`src/rtl/fft_reorder_buf.sv`:
```
// Ping-pong bit-reversal reorder buffer: frames arrive in bit-reversed order
// and leave in natural order, with optional per-frame pass-through.
module fft_reorder_buf #(
    parameter int DW    = 16,
    parameter int LOG2N = 5
) (
    input  logic             clk,
    input  logic             rst,
    input  logic             in_valid,
    output logic             in_ready,
    input  logic [DW-1:0]    in_r,
    input  logic [DW-1:0]    in_i,
    input  logic             in_last,
    input  logic             bypass,
    output logic             out_valid,
    input  logic             out_ready,
    output logic [DW-1:0]    out_r,
    output logic [DW-1:0]    out_i,
    output logic [LOG2N-1:0] out_idx,
    output logic             out_last,
    output logic             frame_err
);
    localparam logic [LOG2N-1:0] CNT_LAST = {LOG2N{1'b1}};
    localparam logic [LOG2N-1:0] CNT_ZERO = {LOG2N{1'b0}};
    localparam int               DEPTH    = 2 * (2 ** LOG2N);

    function automatic logic [LOG2N-1:0] bitrev(input logic [LOG2N-1:0] v);
        logic [LOG2N-1:0] r;
        r = CNT_ZERO;
        for (int b = 0; b < LOG2N; b++) r[b] = v[LOG2N-1-b];
        return r;
    endfunction

    logic [2*DW-1:0]  mem_q [DEPTH];
    logic [1:0]       full_q, full_d;
    logic [1:0]       byp_q, byp_d;
    logic             wr_bank_q, wr_bank_d;
    logic             rd_bank_q, rd_bank_d;
    logic [LOG2N-1:0] wcnt_q, wcnt_d;
    logic [LOG2N-1:0] rcnt_q, rcnt_d;
    logic             err_q, err_d;

    logic             wr_en_s, rd_en_s, wr_byp_s;
    logic [LOG2N-1:0] wr_addr_s;
    logic [2*DW-1:0]  rd_data_s;

    // Handshakes, output mux and next-state for the bank pointers and flags.
    always_comb begin
        in_ready  = ~full_q[wr_bank_q];
        out_valid = full_q[rd_bank_q];
        wr_en_s   = in_valid & in_ready;
        rd_en_s   = out_valid & out_ready;
        // The bypass bit is taken live on the first sample, latched afterwards.
        wr_byp_s  = (wcnt_q == CNT_ZERO) ? bypass : byp_q[wr_bank_q];
        wr_addr_s = wr_byp_s ? wcnt_q : bitrev(wcnt_q);
        rd_data_s = mem_q[{rd_bank_q, rcnt_q}];
        out_r     = out_valid ? rd_data_s[2*DW-1:DW] : {DW{1'b0}};
        out_i     = out_valid ? rd_data_s[DW-1:0] : {DW{1'b0}};
        out_idx   = rcnt_q;
        out_last  = out_valid & (rcnt_q == CNT_LAST);
        frame_err = err_q;

        full_d    = full_q;
        byp_d     = byp_q;
        wr_bank_d = wr_bank_q;
        rd_bank_d = rd_bank_q;
        wcnt_d    = wcnt_q;
        rcnt_d    = rcnt_q;
        err_d     = err_q;

        if (wr_en_s) begin
            wcnt_d = wcnt_q + LOG2N'(1);
            if (wcnt_q == CNT_ZERO) begin
                byp_d[wr_bank_q] = bypass;
            end else begin
                byp_d = byp_q;
            end
            if (in_last != (wcnt_q == CNT_LAST)) begin
                err_d = 1'b1;
            end else begin
                err_d = err_q;
            end
            if (wcnt_q == CNT_LAST) begin
                full_d[wr_bank_q] = 1'b1;
                wr_bank_d         = ~wr_bank_q;
            end else begin
                wr_bank_d = wr_bank_q;
            end
        end else begin
            wcnt_d = wcnt_q;
        end

        // Read completion targets the other bank, so it never collides with the write.
        if (rd_en_s) begin
            rcnt_d = rcnt_q + LOG2N'(1);
            if (rcnt_q == CNT_LAST) begin
                full_d[rd_bank_q] = 1'b0;
                rd_bank_d         = ~rd_bank_q;
            end else begin
                rd_bank_d = rd_bank_q;
            end
        end else begin
            rcnt_d = rcnt_q;
        end
    end

    // Control state registers with synchronous active-low reset.
    always_ff @(posedge clk) begin
        if (!rst) begin
            full_q    <= 2'b00;
            byp_q     <= 2'b00;
            wr_bank_q <= 1'b0;
            rd_bank_q <= 1'b0;
            wcnt_q    <= CNT_ZERO;
            rcnt_q    <= CNT_ZERO;
            err_q     <= 1'b0;
        end else begin
            full_q    <= full_d;
            byp_q     <= byp_d;
            wr_bank_q <= wr_bank_d;
            rd_bank_q <= rd_bank_d;
            wcnt_q    <= wcnt_d;
            rcnt_q    <= rcnt_d;
            err_q     <= err_d;
        end
    end

    // Sample storage for both banks; contents are deliberately not reset.
    always_ff @(posedge clk) begin
        if (wr_en_s && rst) begin
            mem_q[{wr_bank_q, wr_addr_s}] <= {in_r, in_i};
        end
    end
endmodule

```
`config.mk`:
```
export PLATFORM = sky130hd
export DESIGN_NAME = fft_reorder_buf
export DESIGN_NICKNAME = d
export VERILOG_FILES = /design/src/rtl/fft_reorder_buf.sv
export SDC_FILE = /design/constraint.sdc
export NUM_CORES = 2
export LEC_CHECK = 0
export ABC_AREA = 1
export CORE_AREA = 10 10 419 523
export DETAILED_ROUTE_END_ITERATION = 8
export DIE_AREA = 0 0 429 533
export SLEW_MARGIN = 20
export SYNTH_ARGS = -nofsm -noshare
export SYNTH_HDL_FRONTEND = slang
export SYNTH_SLANG_ARGS = --single-unit
```
`constraint.sdc`:
```
create_clock -name clk -period 4.1 [get_ports clk]
set_input_delay 0.41 -clock clk [delete_from_list [all_inputs] [get_ports clk]]
set_output_delay 0.41 -clock clk [all_outputs]
set_load 0.02 [all_outputs]
```
Word-level counts from Yosys, hierarchy flattened
Memory sizes are Yosys's and may differ from the RTL's.
Cells that the tools add are included.
Widths: inputs -> output; s select.
{"block": "totals", "mem_count": 1, "inputBits": 38, "word_cells": 55, "output_inout_bits": 41, "ram_bits": 2048, "ff_bits": 17}
{"block": "op_classes", "eq_ne": 3, "n_bitwise": 9, "addsub": 2, "n_reduce_logical": 8, "magnitude_cmp": 4, "n_mux": 21}
{"name": "mem_q", "depth": 64, "width": 32, "rd": 1, "rd_clocked_by_memory_dff": 0, "write_ports": 1, "line": "34", "text": "logic [2*DW-1:0] mem_q [DEPTH];"}
{"operator": "$mux 16", "count": 2}
{"operator": "$mux 1", "count": 11}
{"operator": "$add 5x1->5 const B", "count": 2}
{"operator": "$eq 5x5->1 const B", "count": 2}
{"operator": "$mux 2", "count": 4}
{"operator": "$reduce_and 2->1", "count": 4}
{"operator": "$logic_not 5->1", "count": 1}
{"operator": "$mux 5", "count": 1}
{"operator": "$lt 1x2->1 const B", "count": 2}
{"operator": "$and 1x1->1", "count": 3}
{"operator": "$logic_and 1x1->1", "count": 3}
{"operator": "$not 1->1", "count": 3}
{"operator": "$and 2x2->2", "count": 1}
{"operator": "$bwmux 2", "count": 1}
{"operator": "$demux 1 s1", "count": 2}
{"operator": "$ge 1x1->1 const B", "count": 2}
{"operator": "$not 2->2", "count": 1}
{"operator": "$or 2x2->2", "count": 1}
{"operator": "$ne 1x1->1", "count": 1}

Depth between registers and ports, before layout
{"block": "logic_depth", "ltp_word": 10, "mapped_depth": 13}

Worst setup path after synthesis
Ideal clock, no wire load.
{"block": "synth_path", "path_type": "register to register", "from": "reg wcnt_q[0]", "to": "mem mem_q[34][0] (netlist name) (enable)", "t_arrival_ns": 2.915, "period_less_slack_ns": 3.336, "path_stages_with_launch": 9, "path_buffers": 0, "setup_time_ns": 0.421, "required_time_ns": 3.679, "setup_slack_ns": 0.764, "path_cell_list": "dfxtp_1 inv_1 ha_1 nand4_4 nand2_2 o21ai_4 o21ai_2 nand4_2 nor2_1"}
{"block": "synth_via", "elab_chain_cells": 3}
{"element": "start, declared", "line": "39", "text": "logic [LOG2N-1:0] wcnt_q, wcnt_d;"}
{"element": "start signal, assigned", "line": "122", "text": "wcnt_q <= wcnt_d;"}
{"element": "$logic_not 5->1", "line": "54", "text": "wr_byp_s = (wcnt_q == CNT_ZERO) ? bypass : byp_q[wr_bank_q];"}
{"element": "$mux 1", "line": "54"}
{"element": "$mux 5 *", "line": "55", "text": "wr_addr_s = wr_byp_s ? wcnt_q : bitrev(wcnt_q);"}
{"element": "end, declared", "line": "34"}
Mark *: on every way between the ends. The rest lies on a longest branch, timed or not.

Worst setup path after layout
{"block": "layout_path", "from": "reg rcnt_q[4], in the netlist out_idx[4]", "to": "out out_i[13]"}
{"block": "layout_via", "elab_chain_cells": 2}
{"element": "start, declared", "line": "40", "text": "logic [LOG2N-1:0] rcnt_q, rcnt_d;"}
{"element": "start signal, assigned", "line": "123", "text": "rcnt_q <= rcnt_d;"}
{"element": "$mem_v2 64x32"}
{"element": "$mux 16", "line": "58", "text": "out_i = out_valid ? rd_data_s[DW-1:0] : {DW{1'b0}};"}
{"element": "end, declared", "line": "18", "text": "output logic [DW-1:0] out_i,"}
No other way between the ends.

==> impl_metrics.py <==
metrics = {
    "floorplanning": {
        "initial_core_util_pct": 39.7,
        "rows": 188,
        "pin_count": 79,
        "coreArea_um2": 209000,
        "dieArea_um2": 229000,
        "die-width_um": 429,
        "die_y_um": 533,
    },
    "placement": {
        "io_buffers": 78,
        "gp_congestion": 0.838,
        "hpwl_mm": 130,
        "placed_area_um2": 88000,
        "dpl_worst_slack_ns": 0.682,
    },
    "synthesis": {
        "yosys_warnings": 0,
        "yosysMostFrequentCell": "nand2_1",
        "yosysTopAreaCell": "edfxtp_1",
        "synth_area_per_cell_um2": 11.9,
        "ys_ff_latch": 2065,
        "synthTopCellsByArea": "edfxtp_1 (74%), nand2_1 (10%), nand3_1 (10%)",
        "syn_nets": 6990,
        "yosys_most_used_dff": "edfxtp_1",
        "synth.distinct_cells": 31,
        "synth_top_area_share_pct": 74.1,
        "ys_top_cells_by_count": "nand2_1 (2307), edfxtp_1 (2048), nand3_1 (1682)",
        "synth-async-reset-ratio_pct": 0,
        "synth-seq-area-share_pct": 74.5,
        "netlist_area_um2": 83000,
        "synth_edf_count": 2048,
        "syn_inst": 6947,
    },
    "outcome": {
        "status": "finished, final reports clean",
    },
    "power_and_ir_drop": {
        "p_leak_nw": 32.5,
        "ir_worst_vdd_v": 0.000491,
        "p_per_area_nw_per_um2": 435,
    },
    "min_path": {
        "hp-class": "in2reg",
        "min_path_cells": 1,
    },
    "cells_and_area": {
        "syn_to_final_growth_pct": 13.4,
        "layout.nets": 7052,
        "final_util_pct": 45.1,
        "final_layout_size_suffix_gt1_share_pct": 9.04,
        "stdcell_area_um2": 94100,
    },
    "clock_network": {
        "insertion_delay_ns": 0.83,
        "clk_path_buf_depth": 3,
        "clock-sinks": 2065,
        "cts_tree": "done",
        "cts.clk_slew.worst_paths_ns": 0.06,
        "numCtsBuffers": 185,
        "cts-root-buf": "clkbuf_16",
        "htree_levels": 4,
    },
    "sta": {
        "skew_ns": 0.0229,
        "setup_ws_ns": 0.0825,
        "tightestPinTransition_ns": 1.03,
        "setup_viol": 0,
        "finalMaxSlewViolations": 0,
        "rsz0062_at_grt": "yes",
        "min_period_ns": 4.02,
        "fmax_mhz": 249,
        "slew_headroom_pct": 31.2,
        "hold_violations": 0,
        "fin_crit_sh_pct": 98.0,
        "hold_ws_ns": 0.0472,
    },
    "worst_setup_path": {
        "critPathKind": "reg2out",
        "crit_fanout": 25,
        "r2r.worst_path.cells": 7,
        "critPathLaunchType": "flop",
        "critPathRequiredTime_ns": 3.69,
        "crit_arrival_ns": 3.61,
        "end_kind": "output pin",
    },
    "detailed_routing": {
        "ant_nets": 0,
        "drcViolationCount": 0,
        "wl_per_cell_um": 24.1,
        "drt_iter0_drc": 5619,
        "dr.pass1.iters": 6,
        "num_vias": 54300,
        "drt-total-wl_mm": 239,
        "vias_per_cell": 5.47,
    },
    "global_routing": {
        "grt_pass1_vias": 52100,
        "grt_pass1_wl_mm": 349,
        "antenna_found_initial": 7,
        "track_usage_pct": 20.1,
        "globalRouteOverflowTotal": 0,
        "grt_max_degree": 152,
    },
    "job": {
        "drv_cap": 0,
    },
}
==> stage by stage <==
stage	cells	total power, mW	TNS [ns]
5_1_grt	9912	42.0	-0.0492
3_3_place_gp	9561	24.5	0
2_1_floorplan	6947	23.9	0
3_5_place_dp	9561	24.5	0
4_1_cts	9904	41.1	-0.0498
6_report	9914	40.9	0
==> worst paths after layout <==
check                           slack (ns)             to  startpoint
worst min-delay path                  0.05    mem_q[1][9]     in_i[9]
worst min register to register        0.46       byp_q[0]    byp_q[0]
worst max register to register        0.65  mem_q[34][25]   wr_bank_q
worst max-delay path                  0.08      out_i[13]  out_idx[4]
==> critical path: stages, from the launching register on <==
cell and delay [ns]:
dfxtp_4 0.58, clkinv_2 0.61, buf_4 0.45, nand2_1 0.15, nand2_1 0.08, nor2_1 0.45, nor2_1 0.21, buf_4 0.21
==> kinds of logic after synthesis <==
group	after synthesis	share of synthesized area, %
simple gates	4204	21.6
flops	2065	74.5
buf+inv	496	2.62
compound gates	176	1.14
fa+ha+maj	5	0.0754
xor+xnor	1	0.0106
==> flip-flops by register name (all words and copies together) (netlist names) <==
| name | cells |
|---|---|
| mem_q | 2048 |
| out_idx | 5 |
| rd_bank_q | 1 |
| byp_q | 2 |
| frame_err | 1 |
| wcnt_q | 5 |
| full_q | 2 |
| wr_bank_q | 1 |
==> power breakdown <==
group	internal [mW]	switching [mW]	total (mW)	leakage (nW)
Combinational	0.126	0.652	0.778	11.1
Clock	9.27	7.57	16.8	2.82
Sequential	23.3	0.0202	23.3	18.6
Total	32.7	8.24	40.9	32.5
==> cell type report <==
cell class	count	area [um2]
Antenna cell	4	10.0
Clock buffer	237	4990
Clock inverter	96	768
Fill cell	18700	115000
Inverter	49	230
Multi-Input combinational cell	4386	19500
Sequential cell	2065	61900
Tap cell	2755	3450
Timing Repair Buffer	322	3340
==> metal layers <==
| metal | track usage [%] | part of all wire (%) | vias to the layer above |
|---|---|---|---|
| li1 | - | - | 24700 |
| met1 | 25.5 | 39 | 27000 |
| met2 | 34.9 | 50 | 2115 |
| met3 | 2.92 | 6.7 | 470 |
| met4 | 7.72 | 4.0 | 2 |
| met5 | 0 | 0.0021 | - |
==> placed cells by master, fill, tap and decap left out, types with 4 or more instances in the layout <==
cell type	n
inv_1	40
nand4_1	4
dfxtp_4	5
buf_16	6
nand2_1	2307
o21ai_2	7
clkdlybuf4s50_1	14
buf_4	204
buf_2	30
o21ai_0	52
ha_1	5
nor2_2	4
nand3_1	1682
diode_2	4
clkinv_2	28
a21oi_1	95
bufinv_16	11
buf_12	56
clkbuf_16	195
edfxtp_1	2048
inv_6	7
nor2_1	129
o22ai_1	18
nor2_4	65
nand4_2	4
clkinv_1	48
dfxtp_1	11
clkbuf_1	44
==> repair_timing <==
item / 4_1_cts / 5_1_grt
endpoints found under the setup margin: 18 / 22
buffers inserted: 4 / 4
cloned: 3 / 2
hold buffers: 3 / 0
pin swaps: 1 / 0
endpoints found under the hold margin: 40 / 0
resized for setup: 10 / 7
Power figures use the tool's default switching activity.
